`src/rtl/fixed_clock_reset_sequencer.sv`:
```
// Purpose: sequences per-domain reset release in index order and services per-domain clock-gate handshakes.
// Latency: domain k leaves reset HOLD_CYCLES + k*GAP_CYCLES edges after entry; gate/ungate and re-reset entry take 1 cycle.
// Backpressure: none; req_reset and gate_req are sampled only in RUN and ignored while sequencing.
module fixed_clock_reset_sequencer #(
    parameter int NUM_OUT     = 2,
    parameter int HOLD_CYCLES = 16,
    parameter int GAP_CYCLES  = 4
) (
    input  logic               clock,
    input  logic               reset,
    input  logic               req_reset,
    input  logic [NUM_OUT-1:0] gate_req,
    output logic [NUM_OUT-1:0] out_reset,
    output logic [NUM_OUT-1:0] out_clock_en,
    output logic [NUM_OUT-1:0] gate_ack,
    output logic               seq_done,
    output logic               busy
);

    localparam int CNT_MAX = (HOLD_CYCLES > GAP_CYCLES) ? HOLD_CYCLES : GAP_CYCLES;
    localparam int CW      = (CNT_MAX > 1) ? $clog2(CNT_MAX) : 1;
    localparam int IW      = (NUM_OUT > 1) ? $clog2(NUM_OUT) : 1;

    typedef enum logic [1:0] {
        ST_ASSERT  = 2'd0,
        ST_RELEASE = 2'd1,
        ST_RUN     = 2'd2
    } state_t;

    state_t             state_q, state_d;
    logic [CW-1:0]      cnt_q, cnt_d;
    logic [IW-1:0]      idx_q, idx_d;
    logic [IW-1:0]      idx_inc;
    logic [NUM_OUT-1:0] out_reset_d;
    logic [NUM_OUT-1:0] gate_ack_d;
    logic               seq_done_d;
    logic               busy_d;
    // Low on the first edge after power-on reset is released, so that edge acts
    // as the ASSERT entry edge exactly like a req_reset entry does.
    logic               armed_q;

    assign idx_inc = idx_q + IW'(1);

    // The enable is the registered ack inverted, so the two can never disagree.
    assign out_clock_en = ~gate_ack;

    // Next-state and next-output decode for the sequencer.
    always_comb begin
        state_d     = state_q;
        cnt_d       = cnt_q;
        idx_d       = idx_q;
        out_reset_d = out_reset;
        gate_ack_d  = gate_ack;

        case (state_q)
            ST_ASSERT: begin
                out_reset_d = '1;
                gate_ack_d  = '0;
                if (!armed_q) begin
                    cnt_d = '0;
                end else if (cnt_q == CW'(HOLD_CYCLES - 1)) begin
                    cnt_d          = '0;
                    idx_d          = '0;
                    out_reset_d[0] = 1'b0;
                    state_d        = (NUM_OUT == 1) ? ST_RUN : ST_RELEASE;
                end else begin
                    cnt_d = cnt_q + CW'(1);
                end
            end

            ST_RELEASE: begin
                if (cnt_q == CW'(GAP_CYCLES - 1)) begin
                    cnt_d = '0;
                    idx_d = idx_inc;
                    for (int i = 0; i < NUM_OUT; i++) begin
                        if (IW'(i) == idx_inc) begin
                            out_reset_d[i] = 1'b0;
                        end
                    end
                    if (idx_inc == IW'(NUM_OUT - 1)) begin
                        state_d = ST_RUN;
                    end
                end else begin
                    cnt_d = cnt_q + CW'(1);
                end
            end

            ST_RUN: begin
                if (req_reset) begin
                    state_d     = ST_ASSERT;
                    cnt_d       = '0;
                    idx_d       = '0;
                    out_reset_d = '1;
                    gate_ack_d  = '0;
                end else begin
                    // Set on req&!ack, clear on !req&ack, hold otherwise: that is ack <= req.
                    gate_ack_d = gate_req;
                end
            end

            default: begin
                state_d     = ST_ASSERT;
                cnt_d       = '0;
                idx_d       = '0;
                out_reset_d = '1;
                gate_ack_d  = '0;
            end
        endcase

        seq_done_d = (state_d == ST_RUN);
        busy_d     = (state_d != ST_RUN);
    end

    // State and output registers with synchronous active-low reset.
    always_ff @(posedge clock) begin
        if (!reset) begin
            state_q   <= ST_ASSERT;
            cnt_q     <= '0;
            idx_q     <= '0;
            armed_q   <= 1'b0;
            out_reset <= '1;
            gate_ack  <= '0;
            seq_done  <= 1'b0;
            busy      <= 1'b1;
        end else begin
            state_q   <= state_d;
            cnt_q     <= cnt_d;
            idx_q     <= idx_d;
            armed_q   <= 1'b1;
            out_reset <= out_reset_d;
            gate_ack  <= gate_ack_d;
            seq_done  <= seq_done_d;
            busy      <= busy_d;
        end
    end

endmodule

```
`config.mk`:
```
export PLATFORM = sky130hd
export DESIGN_NAME = fixed_clock_reset_sequencer
export DESIGN_NICKNAME = d
export VERILOG_FILES = /design/src/rtl/fixed_clock_reset_sequencer.sv
export SDC_FILE = /design/constraint.sdc
export NUM_CORES = 1
export LEC_CHECK = 0
export CORE_MARGIN = 3
export CORE_UTILIZATION = 35
export DETAILED_ROUTE_END_ITERATION = 10
export SYNTH_ARGS = -nofsm -noshare
export SYNTH_HDL_FRONTEND = slang
export SYNTH_SLANG_ARGS = --single-unit
```
`constraint.sdc`:
```
create_clock -name clock -period 2.2 [get_ports clock]
set_input_delay 0.22 -clock clock [delete_from_list [all_inputs] [get_ports clock]]
set_output_delay 0.22 -clock clock [all_outputs]
set_load 0.01 [all_outputs]
```
### Word level (Yosys, flattened, before mapping)

Cells that the tools add are included.

| storage, ports and cells | value |
|---|---|
| register bits after elaboration | 14 |
| bits in latches | 0 |
| bits in writable memories | 0 |
| memory bits (read-only) | 0 |
| bits of input ports | 5 |
| output and inout bits | 8 |
| logic and storage cells | 54 |
| memories kept | 0 |

| operators by class | value |
|---|---|
| add/sub/neg operators | 2 |
| multiply operators | 0 |
| divide/modulo/power cells | 0 |
| order comparisons | 0 |
| eq/ne operators | 12 |
| shift-type cells | 0 |
| multiplexer cells | 26 |
| bitwise gates (word level) | 1 |
| reduce and logical (&&, ||, !) cells | 4 |

Operators with widths:

| operator | count |
|---|---|
| $mux W2 | 8 |
| $mux W4 | 4 |
| $ne A2 B2 Y1 const B | 7 |
| $pmux W2 S3 | 2 |
| $pmux W4 S3 | 1 |
| $mux W1 | 9 |
| $reduce_and A3 Y1 | 2 |
| $add A4 B1 Y4 const B | 1 |
| $eq A2 B2 Y1 const B | 2 |
| $eq A4 B2 Y1 const B | 1 |
| $eq A4 B4 Y1 const B | 1 |
| $pmux W2 S2 | 1 |
| $reduce_and A4 Y1 | 1 |
| $pmux W1 S3 | 1 |
| $eq A2 B1 Y1 const B | 1 |
| $logic_not A2 Y1 | 1 |
| $not A2 Y2 | 1 |
| $add A1 B1 Y1 const B | 1 |

### Longest topological paths before layout

| depth | value |
|---|---|
| word-level depth | 5 |
| mapped depth | 5 |
| mapped depth without buffers | 5 |

### Worst setup path before layout

OpenSTA, ideal clock, no wires.

| timing path | value |
|---|---|
| path type | register to register |
| start point | reg cnt_q[0] |
| end point | reg out_reset[0] |
| setup time | 0.117 ns |
| data arrival time | 1.483 ns |
| data required time | 2.083 ns |
| path slack | 0.600 ns |
| cell stages (with the launch flop) | 6 |
| path buffers | 0 |
| period minus slack after synthesis | 1.600 ns |
| cells stage by stage | dfxtp_1 > ha_1 > or3b_4 > a211oi_2 > mux2i_1 > nand2_1 |

| on the way | value |
|---|---|
| word-level cells in the longest chain between the ends | 4 |
| elaborated cells on any way between the ends | 7 |
| classes of those cells | eq/ne: 3; mux: 3; reduce/logical: 1 |

Ends and longest elaborated chain:

| item | RTL line | text |
|---|---|---|
| start, declared | 31 | `logic [CW-1:0] cnt_q, cnt_d;` |
| start signal, assigned | 127 | `cnt_q <= cnt_d;` |
| $eq A4 B4 Y1 | 61 | `end else if (cnt_q == CW'(HOLD_CYCLES - 1)) begin` |
| $mux W1 | 61 |  |
| $mux W1 | 59 | `if (!armed_q) begin` |
| $pmux W2 S3 | 55 | `case (state_q)` |
| end signal, assigned | 130 | `out_reset <= out_reset_d;` |
| end, declared | 13 | `output logic [NUM_OUT-1:0] out_reset,` |

Several ways; a longest one is shown, not always the timed one.
A chain may end at the register's enable or synchronous reset.

### Final worst setup path

Same ends and word-level chain as after synthesis.

==> parameters.txt <==
Parameter                              Value

Pwr
  Net load switching power ... slightly below 0.1 mW
  Seq pwr share ... 55.5%
  Cell-internal power ... roughly 0.37 mW
  Net switching share of the total power ... 20.8%
  Leakage power summed over all cells ... slightly above 0.3 nW
  Power per cell area ... roughly 540 nW/um2
  Clock power share ... about two fifths
  Relative contribution of combinational cells to total power ... 4.5%
  VDD IR max ... approximately 0.33 mV

Status
  Outcome ... completed

Synth
  Async set-reset flop share out of synthesis ... 0%
  Cell types with the largest area share after synthesis ... sky130_fd_sc_hd__dfxtp_1 (41%), sky130_fd_sc_hd__nor2b_1 (4.6%), sky130_fd_sc_hd__nor3b_2 (3.7%)
  Primary flip-flop cell chosen by synthesis mapping ... sky130_fd_sc_hd__dfxtp_1
  Avg Inst Size Synth ... roughly 9.6 um2
  Count of synthesis-stage warnings from yosys ... 0
  Syn Std Cell Area ... about 680 um2
  Number of instances in the synthesized netlist ... 71
  Share of synthesized area occupied by flip-flops and latches ... around 41%
  Total nets after synthesis ... 77
  Synth unique cells ... 35
  Number of synthesized flops with an enable pin ... 0
  Most area-hungry cell type in the Yosys netlist ... sky130_fd_sc_hd__dfxtp_1
  Area share of the largest cell type after synthesis ... a little over 40%
  Flip-flop and latch count after synthesis ... 14

Global routing
  Sum of overflow across all layers after global routing ... 0
  Global-route total usage across every layer ... a little under an eighth
  Pin count of the biggest net entering global routing ... 15
  Wire length of the first global-routing pass ... 2280 um
  Number of global-route vias before repair ... 530
  Antenna violations before repair ... 0

Clocking
  Setup Buffers After CTS ... 0
  Clock Sink Count ... 14
  H-tree lvl count ... 1
  Clock tree from TritonCTS ... done
  Clock-pin slew reported for the worst setup and hold paths after clock tree synthesis ... 0.09 ns
  Maximum clock insertion buffer count ... 2
  Hold buffer count at cts ... 0
  Clock Latency Late Sink ... 0.28 ns
  TritonCTS Buffers ... 3
  Post-cts resize count ... 0
  Cell at the root of the clock tree ... sky130_fd_sc_hd__clkbuf_4

Setup path
  Cell with the largest stage delay on the worst path ... sky130_fd_sc_hd__or3b_4
  Type of the worst setup path ... reg -> reg
  Depth of the critical timing path with buffers and inverters included ... 5
  Arrival time reported for the critical path endpoint ... roughly 1.9 ns
  Worst path top cell family by delay ... simple AND/OR/NAND/NOR gates
  Required time of the worst setup path ... about 2.4 ns
  Buf/Inv on CP ... 0
  Highest cell delay on the worst timing path ... roughly 0.44 ns
  Number of cells on the worst reg-to-reg path ... 5
  CP Launch Type ... register
  Crit path cell chain ... ha_1 -> or3b_4 -> a211oi_2 -> mux2i_1 -> nand2_1
  Worst Setup End Kind ... register
  Crit Path Max Fanout ... 8

Detailed routing
  Number of DRC violations after detailed routing ... 0
  Number of optimization iterations in the first detailed-route pass ... 4
  Sum of met3 wire segment lengths after detailed routing ... about 70 um
  Sum of met2 wire segment lengths after detailed routing ... just under 600 um
  Average via count per standard cell ... about 5
  Total detailed-routing wirelength ... between 1000 and 1500 um
  Violation count after the first detailed-routing iteration ... 10
  Highest routing layer actually used ... met4
  Final ANT Viol Nets ... 0
  DR WL/cell ... 12.0 um
  Metal1 wirelength ... roughly 650 um
  Total via count after detailed routing ... about 560

STA
  Tightest Pin Transition ... 0.531 ns
  Maximum operating frequency ... around 580 MHz
  Unrepaired setup endpoints after global routing ... false
  Max Slew Vio Count ... 0
  Number of failing setup endpoints in the final timing report ... 0
  Final critical path time including I/O delays and setup ... 1.73 ns
  Setup TNS Final ... 0 ns
  Final number of hold-violating endpoints ... 0
  Setup Skew ... between 0.0008 and 0.0009 ns
  Worst-case headroom to the max-slew limit ... 64.1%
  Final worst path period share ... 78.7%

Placement
  Post-Place Cells ... 106
  Placer's final routability congestion estimate ... around 0.68
  Final HPWL from detailed placement ... 883 um
  Count of buffers from port buffering ... 12

Cells and area
  Area Growth Syn to Fin ... 25.7%
  Final instance count without filler cells ... 110
  Antenna diodes ... 0
  Most common library cell in the layout ignoring fill and taps ... sky130_fd_sc_hd__dfxtp_1
  Final nets ... 92
  Proportion of layout cells with a drive suffix above 1 ... approximately 16%
  Top library cells by usage in the layout, fill and taps aside ... sky130_fd_sc_hd__dfxtp_1 (14), sky130_fd_sc_hd__clkdlybuf4s50_1 (12), sky130_fd_sc_hd__inv_1 (5), sky130_fd_sc_hd__nor2b_1 (5), sky130_fd_sc_hd__nand2_1 (4)

Die
  Starting utilization of the core area ... 38.2%
  DIE HEIGHT ... 50.1 um
  # IOs ... 13
  Num rows ... 15
  Die width ... ~50 um
  Core footprint ... around 1800 um2
  Die area ... 2510 um2

Min path
  Worst hold path type ... reg -> reg
  Cell depth of the worst hold path ... 2

Run
  Max_cap viols ... 0
==> per-layer routing <==
layer / vias to the layer above / global-route usage, %
li1: 288 / -
met2: 14 / 17.0
met1: 251 / 15.1
met5: - / 0
met4: 0 / 6.91
met3: 2 / 4.45
==> worst min-delay path: stages, from the launching register on <==
cell and delay [ns]:
sky130_fd_sc_hd__dfxtp_1 0.34, sky130_fd_sc_hd__mux2i_1 0.07, sky130_fd_sc_hd__nand2_1 0.06
==> power by group through the flow <==
stage	combinational, mW	sequential (mW)	clock (mW)
6_report	0.0211	0.258	0.186
5_1_grt	0.0232	0.259	0.206
4_1_cts	0.0212	0.258	0.193
3_5_place_dp	0.0210	0.264	0
3_3_place_gp	0.0211	0.264	0
2_1_floorplan	0.0113	0.264	0
==> kinds of logic after synthesis <==
group                      share of synthesized area [%]
AOI/OAI and AO/OA                                   21.5
adders and majority gates                           1.83
buffers and inverters                               5.69
DFF                                                 41.1
muxes                                               2.94
and+or+nand+nor                                     27.0
==> final cells by class <==
class	count	area [um2]
clock buffers	4	36.3
fillers	171	926
multi-input cells	49	363
flip-flops and latches	14	280
repair buffers	13	128
inverters	5	18.8
well taps	25	31.3
==> worst paths after layout <==
path                                           startpoint                        end  slack [ns]
worst max-delay path                cnt_q[0]$_SDFFE_PN0N_  out_reset[0]$_SDFFE_PN1P_        0.47
worst min-delay path            out_reset[0]$_SDFFE_PN1P_  out_reset[0]$_SDFFE_PN1P_        0.49
worst max register to register      cnt_q[0]$_SDFFE_PN0N_  out_reset[0]$_SDFFE_PN1P_        0.47
worst min register to register  out_reset[0]$_SDFFE_PN1P_  out_reset[0]$_SDFFE_PN1P_        0.49
==> cells in the mapped netlist, types with 2 or more instances <==
cell / count
sky130_fd_sc_hd__buf_4: 2
sky130_fd_sc_hd__dfxtp_1: 14
sky130_fd_sc_hd__nand3_1: 3
sky130_fd_sc_hd__mux2i_1: 2
sky130_fd_sc_hd__nor2_1: 2
sky130_fd_sc_hd__o21ai_0: 3
sky130_fd_sc_hd__a22oi_1: 3
sky130_fd_sc_hd__nor3b_2: 2
sky130_fd_sc_hd__inv_1: 5
sky130_fd_sc_hd__nand2_1: 4
sky130_fd_sc_hd__a21oi_1: 2
sky130_fd_sc_hd__nor2b_1: 5
sky130_fd_sc_hd__and3_1: 2
==> flip-flops by register name (all words and copies together), names as in the netlist <==
| register | count |
|---|---|
| idx_q | 1 |
| cnt_q | 4 |
| busy | 1 |
| seq_done | 1 |
| gate_ack | 2 |
| state_q | 2 |
| armed_q | 1 |
| out_reset | 2 |
==> stage by stage <==
step | total power [mW] | hold WS, ns | instance area, um2 | utilization [%] | setup WS [ns]
floorplan | 0.275 | 0.248 | 682 | - | 0.600
global placement | 0.285 | 0.465 | 821 | 46.0 | 0.510
detailed placement | 0.285 | 0.472 | 821 | 46.0 | 0.486
CTS | 0.473 | 0.501 | 857 | 48.1 | 0.453
global route | 0.489 | 0.524 | 857 | 48.1 | 0.353
finish | 0.466 | 0.494 | 857 | 48.1 | 0.468
Power figures use the tool's default switching activity.
